<file path="src/rtl/boreal_ledger_pkg.sv">
// Shared definitions for the boreal ledger: register word offsets, CTRL bit
// positions, FSM state type and the digest mixing function.
package boreal_ledger_pkg;

  // Word offsets as seen on ledger_addr[7:2]
  localparam logic [5:0] OFF_CTRL    = 6'h00;
  localparam logic [5:0] OFF_APPEND  = 6'h01;
  localparam logic [5:0] OFF_COUNT   = 6'h02;
  localparam logic [5:0] OFF_DROPS   = 6'h03;
  localparam logic [5:0] OFF_RD_IDX  = 6'h04;
  localparam logic [5:0] OFF_RD_DATA = 6'h05;
  localparam logic [5:0] OFF_DIGEST  = 6'h06;

  localparam int CTRL_SEAL_BIT   = 0;
  localparam int CTRL_CLEAR_BIT  = 1;
  localparam int CTRL_SEALED_POS = 10;
  localparam int CTRL_FULL_POS   = 11;

  typedef enum logic [1:0] {
    ST_IDLE,
    ST_READ,
    ST_RESP,
    ST_HOLD
  } ledger_state_t;

  function automatic logic [31:0] digest_mix(input logic [31:0] digest, input logic [31:0] word);
    return {digest[26:0], digest[31:27]} ^ word;
  endfunction

endpackage

</file>
<file path="src/rtl/boreal_ledger_mem.sv">
// Entry storage for the boreal ledger: single-port synchronous RAM with a
// write enable and a registered (1-cycle) read.
module boreal_ledger_mem
  import boreal_ledger_pkg::*;
#(
  parameter int DEPTH = 64,
  localparam int AW = $clog2(DEPTH)
) (
  input  logic          clk,
  input  logic          we,
  input  logic [AW-1:0] addr,
  input  logic [31:0]   wdata,
  output logic [31:0]   rdata
);

  logic [31:0] ram [DEPTH];

  always_ff @(posedge clk) begin
    if (we) begin
      ram[addr] <= wdata;
    end
    rdata <= ram[addr];
  end

endmodule

</file>
<file path="src/rtl/boreal_ledger.sv">
// Append-only 32-bit ledger behind a simple select/ack slave port.
// Optional running digest enabled with `define BOREAL_LEDGER_DIGEST_EN.
module boreal_ledger
  import boreal_ledger_pkg::*;
#(
  parameter int DEPTH  = 64,
  parameter int DROP_W = 16
) (
  input  logic        clk,
  input  logic        rst_n,
  input  logic        ledger_sel,
  input  logic        ledger_wr,
  input  logic [31:0] ledger_addr,
  input  logic [31:0] ledger_wdata,
  output logic [31:0] ledger_rdata,
  output logic        ledger_ack,
  output logic        ledger_full,
  output logic        ledger_sealed
);

  localparam int IDX_W = $clog2(DEPTH);
  localparam int CNT_W = IDX_W + 1;
  localparam logic [CNT_W-1:0]  CNT_MAX  = CNT_W'(DEPTH);
  localparam logic [DROP_W-1:0] DROP_MAX = '1;

  ledger_state_t     state_reg;
  logic [CNT_W-1:0]  count_reg;
  logic [DROP_W-1:0] drops_reg;
  logic [IDX_W-1:0]  rd_idx_reg;
  logic              sealed_reg;
  logic              ack_reg;
  logic [31:0]       rdata_reg;

  logic [5:0]        offset;
  logic              full;
  logic              start;
  logic              wr_start;
  logic              append_ok;
  logic              append_drop;
  logic              ctrl_clear;
  logic              ctrl_seal;
  logic              idx_write;
  logic              mem_we;
  logic [IDX_W-1:0]  mem_addr;
  logic [31:0]       mem_rdata;
  logic [31:0]       digest_val;
  logic [31:0]       ctrl_word;
  logic [31:0]       reg_rdata;
  logic              unused_addr_bits;

  assign offset           = ledger_addr[7:2];
  assign unused_addr_bits = ^{ledger_addr[31:8], ledger_addr[1:0]};
  assign full             = (count_reg == CNT_MAX);

  // Side effects only ever fire on the IDLE sample cycle.
  assign start       = (state_reg == ST_IDLE) && ledger_sel;
  assign wr_start    = start && ledger_wr;
  assign append_ok   = wr_start && (offset == OFF_APPEND) && !full && !sealed_reg;
  assign append_drop = wr_start && (offset == OFF_APPEND) && (full || sealed_reg);
  assign ctrl_clear  = wr_start && (offset == OFF_CTRL) && ledger_wdata[CTRL_CLEAR_BIT] && !sealed_reg;
  assign ctrl_seal   = wr_start && (offset == OFF_CTRL) && ledger_wdata[CTRL_SEAL_BIT];
  assign idx_write   = wr_start && (offset == OFF_RD_IDX);

  // Gating with rst_n keeps an aborted access from landing in the RAM.
  assign mem_we   = append_ok && rst_n;
  assign mem_addr = ledger_wr ? count_reg[IDX_W-1:0] : rd_idx_reg;

  boreal_ledger_mem #(
    .DEPTH (DEPTH)
  ) u_mem (
    .clk   (clk),
    .we    (mem_we),
    .addr  (mem_addr),
    .wdata (ledger_wdata),
    .rdata (mem_rdata)
  );

`ifdef BOREAL_LEDGER_DIGEST_EN
  logic [31:0] digest_reg;

  always_ff @(posedge clk) begin
    if (!rst_n || ctrl_clear) begin
      digest_reg <= '0;
    end else if (append_ok) begin
      digest_reg <= digest_mix(digest_reg, ledger_wdata);
    end
  end

  assign digest_val = digest_reg;
`else
  assign digest_val = '0;
`endif

  always_comb begin
    ctrl_word                  = '0;
    ctrl_word[9:0]             = 10'(count_reg);
    ctrl_word[CTRL_SEALED_POS] = sealed_reg;
    ctrl_word[CTRL_FULL_POS]   = full;
  end

  always_comb begin
    reg_rdata = '0;
    case (offset)
      OFF_CTRL:   reg_rdata = ctrl_word;
      OFF_COUNT:  reg_rdata = 32'(count_reg);
      OFF_DROPS:  reg_rdata = 32'(drops_reg);
      OFF_RD_IDX: reg_rdata = 32'(rd_idx_reg);
      OFF_DIGEST: reg_rdata = digest_val;
      default:    reg_rdata = '0;
    endcase
  end

  always_ff @(posedge clk) begin
    if (!rst_n) begin
      state_reg  <= ST_IDLE;
      ack_reg    <= 1'b0;
      rdata_reg  <= '0;
      count_reg  <= '0;
      drops_reg  <= '0;
      rd_idx_reg <= '0;
      sealed_reg <= 1'b0;
    end else begin
      ack_reg   <= 1'b0;
      rdata_reg <= '0;

      case (state_reg)
        ST_IDLE: begin
          if (ledger_sel) begin
            if (!ledger_wr && (offset == OFF_RD_DATA)) begin
              state_reg <= ST_READ;
            end else begin
              state_reg <= ST_RESP;
              ack_reg   <= 1'b1;
              rdata_reg <= ledger_wr ? 32'd0 : reg_rdata;
            end
          end
        end
        ST_READ: begin
          state_reg <= ST_RESP;
          ack_reg   <= 1'b1;
          rdata_reg <= ({1'b0, rd_idx_reg} < count_reg) ? mem_rdata : 32'd0;
        end
        ST_RESP: begin
          state_reg <= ledger_sel ? ST_HOLD : ST_IDLE;
        end
        ST_HOLD: begin
          if (!ledger_sel) begin
            state_reg <= ST_IDLE;
          end
        end
        default: state_reg <= ST_IDLE;
      endcase

      // Clear is evaluated against the pre-write seal, so 0x3 clears then seals.
      if (ctrl_clear) begin
        count_reg <= '0;
        drops_reg <= '0;
      end else if (append_ok) begin
        count_reg <= count_reg + CNT_W'(1);
      end else if (append_drop && (drops_reg != DROP_MAX)) begin
        drops_reg <= drops_reg + DROP_W'(1);
      end

      if (ctrl_seal) begin
        sealed_reg <= 1'b1;
      end

      if (idx_write) begin
        rd_idx_reg <= ledger_wdata[IDX_W-1:0];
      end
    end
  end

  assign ledger_rdata  = rdata_reg;
  assign ledger_ack    = ack_reg;
  assign ledger_full   = full;
  assign ledger_sealed = sealed_reg;

endmodule

</file>
<file path="config.mk">
export PLATFORM = sky130hd
export DESIGN_NAME = boreal_ledger
export DESIGN_NICKNAME = d
export VERILOG_FILES = /design/src/rtl/boreal_ledger_pkg.sv /design/src/rtl/boreal_ledger_mem.sv /design/src/rtl/boreal_ledger.sv
export SDC_FILE = /design/constraint.sdc
export NUM_CORES = 2
export LEC_CHECK = 0
export ABC_AREA = 1
export CAP_MARGIN = 20
export CORE_ASPECT_RATIO = 1.25
export CORE_UTILIZATION = 35
export CTS_BUF_LIST = sky130_fd_sc_hd__clkbuf_4 sky130_fd_sc_hd__clkbuf_8
export DETAILED_ROUTE_END_ITERATION = 16
export GPL_ROUTABILITY_DRIVEN = 0
export PLACE_DENSITY = 0.5
export RECOVER_POWER = 25
export SLEW_MARGIN = 5
export SYNTH_ARGS = -nofsm -noshare
export SYNTH_HDL_FRONTEND = slang
export SYNTH_SLANG_ARGS = --single-unit
</file>
<file path="constraint.sdc">
create_clock -name clk -period 5.3 [get_ports clk]
set_input_delay 1.59 -clock clk [delete_from_list [all_inputs] [get_ports clk]]
set_output_delay 1.59 -clock clk [all_outputs]
set_load 0.05 [all_outputs]
</file>
Yosys cells after proc, flatten, opt, wreduce, memory -nomap -nowiden

Memories as Yosys holds them, arrays and structs flattened. A register that Yosys moved wholly into a read port is not among the register bits.
Index checks and enable logic that the tools add are counted.

Output and inout bits: 35
Flip-flop bits (word level): 65
Input port bits: 68
Memories: 1
Bits in writable memories: 2048
Logic and storage cells: 65

$lt $le $gt $ge: 1
$add $sub $neg: 2
Equality and inequality tests: 12
Bitwise gates (word level): 2
Reductions and logical operators: 23
Mux-type cells: 17

Memory list:

| memory    | depth | bits a word | rd ports | clocked after Yosys merged registers in | write ports | line                    | source |
|---|---|---|---|---|---|---|---|
| u_mem.ram | 64    | 32          | 1        | 1                                       | 1           | boreal_ledger_mem.sv:16 | `logic [31:0] ram [DEPTH];` |

Operators by type and width:

| operator              | count |
|---|---|
| $mux 32               | 4 |
| $pmux 16 s4           | 1 |
| $pmux 32 s2           | 1 |
| $add 16x1->16 const B | 1 |
| $ne 16x16->1 const B  | 1 |
| $logic_and 1x1->1     | 14 |
| $eq 6x2->1 const B    | 2 |
| $eq 6x3->1 const B    | 2 |
| $mux 2                | 4 |
| $pmux 2 s4            | 1 |
| $add 7x1->7 const B   | 1 |
| $eq 7x7->1 const B    | 1 |
| $lt 6x7->1            | 1 |
| $eq 6x1->1 const B    | 1 |
| $logic_not 6->1       | 1 |
| $mux 6                | 1 |
| $eq 2x2->1 const B    | 2 |
| $mux 1                | 4 |
| $ne 2x2->1 const B    | 2 |
| $reduce_and 2->1      | 2 |
| $logic_not 1->1       | 3 |
| $eq 2x1->1 const B    | 1 |
| $logic_not 2->1       | 1 |
| $not 1->1             | 2 |
| other kinds (3)       | 3 |

Longest topological paths before layout

Depth after elaboration: 9
Gate-level depth with buffers: 16
Gate-level depth less buffers: 13

By module

A second synthesis with hierarchy kept.

Cells, all modules: 8936
Area total of the unflattened synthesis: 90000.1 µm²

Modules (own cells, without submodules):

| module            | cells each | seq. area each (µm²) | area an instance (µm²) | instances |
|---|---|---|---|---|
| boreal_ledger_mem | 8440       | 62139.6              | 86503.0                | 1 |
| boreal_ledger     | 496        | 1301.2               | 3497.1                 | 1 |

Worst setup path after synthesis

No wires, ideal clock.

Path kind: input -> register
Start: input port ledger_wr
End: memory u_mem.ram[32][0], enable pin
Arrival: 4.153 ns
Slack: 0.725 ns
Path buffers: 2
Required time: 4.879 ns
Stages: 7
Setup time: 0.421 ns
Path through: buf_4 -> o21ai_2 -> inv_2 -> nor3_4 -> buf_2 -> inv_2 -> nor2_1

Longest elaborated chain between the ends: 7
Elaborated cells on any way between the ends: 8
Classes of those cells: mux: 3; reduce/logical: 5

RTL lines:

| what                           | line                    | source |
|---|---|---|
| start: declaration             | boreal_ledger.sv:12     | `input logic ledger_wr,` |
| $logic_and 1x1->1              | boreal_ledger.sv:57     | `assign wr_start = start && ledger_wr;` |
| $logic_and 1x1->1 (3 in a row) | boreal_ledger.sv:58     | `assign append_ok = wr_start && (offset == OFF_APPEND) && !full && !sealed_reg;` |
| $logic_and 1x1->1              | boreal_ledger.sv:65     | `assign mem_we = append_ok && rst_n;` |
| $mux 1                         | boreal_ledger_mem.sv:19 | `if (we) begin` |
| $mux 1 (not written as such)   | boreal_ledger_mem.sv:20 | `ram[addr] <= wdata;` |
| end: declaration               | boreal_ledger_mem.sv:16 |  |

Parallel ways exist; a longest one is shown, timed or not.

Worst setup path after layout

Start: register count_reg[0]
End: output port ledger_full

Longest elaborated chain between the ends: 1

RTL lines:

| what                     | line                 | source |
|---|---|---|
| start: declaration       | boreal_ledger.sv:27  | `logic [CNT_W-1:0] count_reg;` |
| start signal: assignment | boreal_ledger.sv:159 | `count_reg <= count_reg + CNT_W'(1);` |
| $eq 7x7->1               | boreal_ledger.sv:53  | `assign full = (count_reg == CNT_MAX);` |
| end: declaration         | boreal_ledger.sv:17  | `output logic ledger_full,` |

Every way passes these cells.

==> qor.tcl <==
set qor(post_synth_fa_ha_maj_area_fraction_pct) 0.111
set qor(grt_max_degree) 168
set qor(timing.final.hold_violations) 0
set qor(synth_compound_area_share_pct) 0.473
set qor(post_synth.cell_area_avg_um2) 10.1
set qor(routed_wire_length_per_instance_um) 21.9
set qor(timing.critical_path.cells) {inv_1 > ha_1 > nand3_1 > inv_1 > clkdlybuf4s50_1}
set qor(final_net_count) 9245
set qor(drt_pre_antenna_iters) 9
set qor(grt_overflow_total) 0
set qor(die_area_mm2) 0.260
set qor(hpwl_mm) 159
set qor(r2r_end) {ledger_rdata[21]}
set qor(cts_tree) {done}
set qor(cap_viol_max_count) 22
set qor(drc) 0
set qor(io_pins) 103
set qor(num-fill-cells) 24800
set qor(areaGrowthSynthToFinish_pct) 15.0
set qor(timing.critical_path.fanout_max) 6
set qor(clock_latency_ns) 1.00
set qor(violations_in_the_final_reports) {max-capacitance violations, max-slew violations}
set qor(worst_ep_required_time_ns) 3.71
set qor(fin_crit_ns) 4.42
set qor(max_slew_margin_pct) -122
set qor(crit_buf_inv) 3
set qor(setup_repair_after_global_routing_missed_its_margin) {false}
set qor(rrSetupSlack_ns) 1.89
set qor(fin_area_mm2) 0.104
set qor(final.setup_skew_ns) 0.0735
set qor(antenna_violations_before_repair) 23
set qor(setup_tns_ns) 0
set qor(setup_viol) 0
set qor(vias) 62600
set qor(critical_path.top_delay_family) {buffers and inverters}
set qor(ir_drop_mv) 0.158
set qor(synth_nets) 8997
set qor(tightest_slew_ns) 3.33
set qor(fin_crit_sh_pct) 83.4
set qor(critical_path.reg2reg.startpoint) {count_reg[4]}
set qor(worst-path-stages) 5
set qor(post_route_cells_drive_above_1_share_pct) 9.93
set qor(critPathCaptureType) {primary output}
set qor(synth.lib_cells_used.distinct) 36
set qor(whs_path_depth) 2
set qor(first_pass_grt_wire_length_mm) 408
set qor(die_w_um) 456
set qor(htreeDepth) 5
set qor(antenna_violating_nets_post_route) 0
set qor(critical_path_launch_point) {count_reg[0]}
set qor(detail_route.iter0.violations) 4735
set qor(proportion_of_synthesized_chip_area_in_sequential_cells_pct) 70.3
set qor(numPortBuffers) 76
set qor(final_max_slew_viol_count) 862
set qor(hold_buffers_post_cts) 0
set qor(post-route-util_pct) 40.5
set qor(fp-row-count) 208
set qor(largest_register_ffs) 2048
set qor(wl_mm) 280
set qor(hp-class) {reg2reg}
set qor(cts_max_path_buffers) 4
set qor(worstSetupPathType) {reg2out}
set qor(synth.area.mux_share_pct) 0
set qor(startpoint_type) {register}
set qor(postSynthCellCount) 8921
set qor(cts.clk_slew.worst_paths_ns) 0.06
set qor(grt_use_total_pct) 21.2
set qor(reg2regPathDepth) 8
set qor(numCtsBuffers) 349
set qor(vias_in_the_first_global_route) 60300
set qor(post_synth_xor_area_fraction_pct) 0.155
set qor(synth.cell_area_mm2) 0.0903
set qor(fmax_mhz) 226
set qor(post_drt_via_cell_ratio) 4.89
set qor(hold_path_startpoint) {count_reg[6]}
set qor(critical-path-max-stage-delay_ns) 0.80
set qor(critical-path-slowest-cell) {sky130_fd_sc_hd__clkdlybuf4s50_1}
set qor(cts.repair.resized) 0
set qor(clock_tree.root_cell) {sky130_fd_sc_hd__clkbuf_8}
set qor(whs_endpoint) {count_reg[6]}
set qor(synth_top_family_by_area) {simple AND/OR/NAND/NOR gates}
set qor(die_height_um) 570
set qor(path_common_cell) {sky130_fd_sc_hd__inv_1}
set qor(cts_setup_buffers) 0
set qor(synth_simple_gate_area_share_pct) 26.3
set qor(ys.warnings.count) 0
set qor(design_power_total_mw) 33.8
set qor(power_leakage_nw) 41.7
set qor(placement.cell_area_mm2) 0.0971
set qor(yosys_register_bits) 2145
set qor(pwr_density_cell_mw_per_mm2) 326
set qor(starting_utilization_of_the_core_area_pct) 35.2
set qor(crit_arrival_ns) 2.83
set qor(clock_sinks) 2145
set qor(core-area_mm2) 0.257
set qor(status) {finished, violations left}
stage by stage:
step / worst slack (ns) / hold WS (ns) / instances
after floorplan: 0.725 / 0.442 / 8921
final: 0.878 / 0.467 / 12800
after CTS: 0.781 / 0.467 / 12800
after global routing: 0.726 / 0.498 / 12800
after detailed placement: 0.548 / 0.458 / 12200
after global placement: 0.577 / 0.453 / 12200
layout make-up:
cell class	instances	area, um^2	share of cell area (%)
clock buffers	495	6020	5.80
multi-input cells	6220	25000	24.1
inverters	80	308	0.297
flip-flops and latches	2145	63400	61.1
diodes	8	20.0	0.0193
well taps	3360	4200	4.05
clock inverters	123	663	0.639
repair buffers	373	4140	3.99
worst reg2reg max path: stages, from the launching register on:
cell                      delay, ns
sky130_fd_sc_hd__dfxtp_1       0.42
sky130_fd_sc_hd__inv_1         0.13
sky130_fd_sc_hd__ha_1          0.33
sky130_fd_sc_hd__a21oi_1       0.16
sky130_fd_sc_hd__nor2_1        0.06
sky130_fd_sc_hd__a21oi_1       0.11
sky130_fd_sc_hd__buf_4         0.23
sky130_fd_sc_hd__nand2_1       0.73
sky130_fd_sc_hd__nor3b_1       1.04
how the worst max path moves through the flow:
stage                            end  slack, ns
floorplan           u_mem.ram[32][0]       0.73
global placement     u_mem.rdata[30]       0.58
detailed placement  u_mem.ram[1][18]       0.55
CTS                      ledger_full       0.78
global route             ledger_full       0.73
finish                   ledger_full       0.88
kinds of logic after synthesis:
| family | after synthesis |
|---|---|
| adder cells (fa/ha/maj) | 8 |
| flip-flops | 2145 |
| AND/OR/NAND/NOR | 6120 |
| XOR/XNOR | 16 |
| AO/OA/AOI/OAI | 76 |
| buffers and inverters | 556 |
power by group:
| part | internal, mW | total, mW | leakage, nW | switching (mW) |
|---|---|---|---|---|
| clock | 7.43 | 14.1 | 3.57 | 6.65 |
| sequential | 18.6 | 18.6 | 19.2 | 0.0381 |
| combinational | 0.229 | 1.11 | 18.9 | 0.881 |
| total | 26.2 | 33.8 | 41.7 | 7.57 |
placed cells by master, fill, tap and decap left out, types with 10 or more instances in the layout:
cell / netlist / final
sky130_fd_sc_hd__nand2_1: 5438 / 5432
sky130_fd_sc_hd__buf_12: 0 / 110
sky130_fd_sc_hd__clkinv_2: 0 / 32
sky130_fd_sc_hd__buf_4: 11 / 180
sky130_fd_sc_hd__o21ai_0: 16 / 16
sky130_fd_sc_hd__inv_2: 10 / 10
sky130_fd_sc_hd__clkdlybuf4s50_1: 0 / 44
sky130_fd_sc_hd__clkbuf_4: 0 / 126
sky130_fd_sc_hd__nor2_1: 167 / 103
sky130_fd_sc_hd__inv_1: 68 / 67
sky130_fd_sc_hd__nor3_1: 11 / 10
sky130_fd_sc_hd__dfxtp_1: 97 / 97
sky130_fd_sc_hd__a21oi_1: 44 / 44
sky130_fd_sc_hd__clkinv_1: 2 / 75
sky130_fd_sc_hd__xor2_1: 14 / 14
sky130_fd_sc_hd__nor2_4: 1 / 65
sky130_fd_sc_hd__nand4_1: 22 / 22
sky130_fd_sc_hd__edfxtp_1: 2048 / 2048
sky130_fd_sc_hd__nand3_1: 451 / 451
sky130_fd_sc_hd__clkbuf_8: 0 / 369
sky130_fd_sc_hd__nor3b_1: 17 / 17
sky130_fd_sc_hd__clkbuf_1: 230 / 36
layer usage:
layer | part of all wire (%) | global-route usage [%]
met3 | 6.2 | 3.54
met4 | 2.7 | 6.42
met1 | 43 | 27.7
met5 | 0.017 | 0
met2 | 48 | 35.9
cell usage after synthesis, drive strengths merged:
cell type / count / share of area, %
a211oi: 1 / 0.0083
a21oi: 45 / 0.25
a22oi: 4 / 0.033
a31oi: 1 / 0.0069
buf: 246 / 1.3
clkbuf: 230 / 0.96
clkinv: 2 / 0.0083
dfxtp: 97 / 2.2
edfxtp: 2048 / 68
ha: 8 / 0.11
inv: 78 / 0.32
nand2: 5441 / 23
nand3: 452 / 2.5
nand4: 22 / 0.15
nor2: 169 / 0.71
nor3: 18 / 0.18
nor3b: 17 / 0.14
nor4: 1 / 0.0069
o211ai: 3 / 0.025
o21ai: 20 / 0.13
o22ai: 2 / 0.014
xnor2: 2 / 0.019
xor2: 14 / 0.14
No activity file was read; power rests on OpenSTA's default activity.
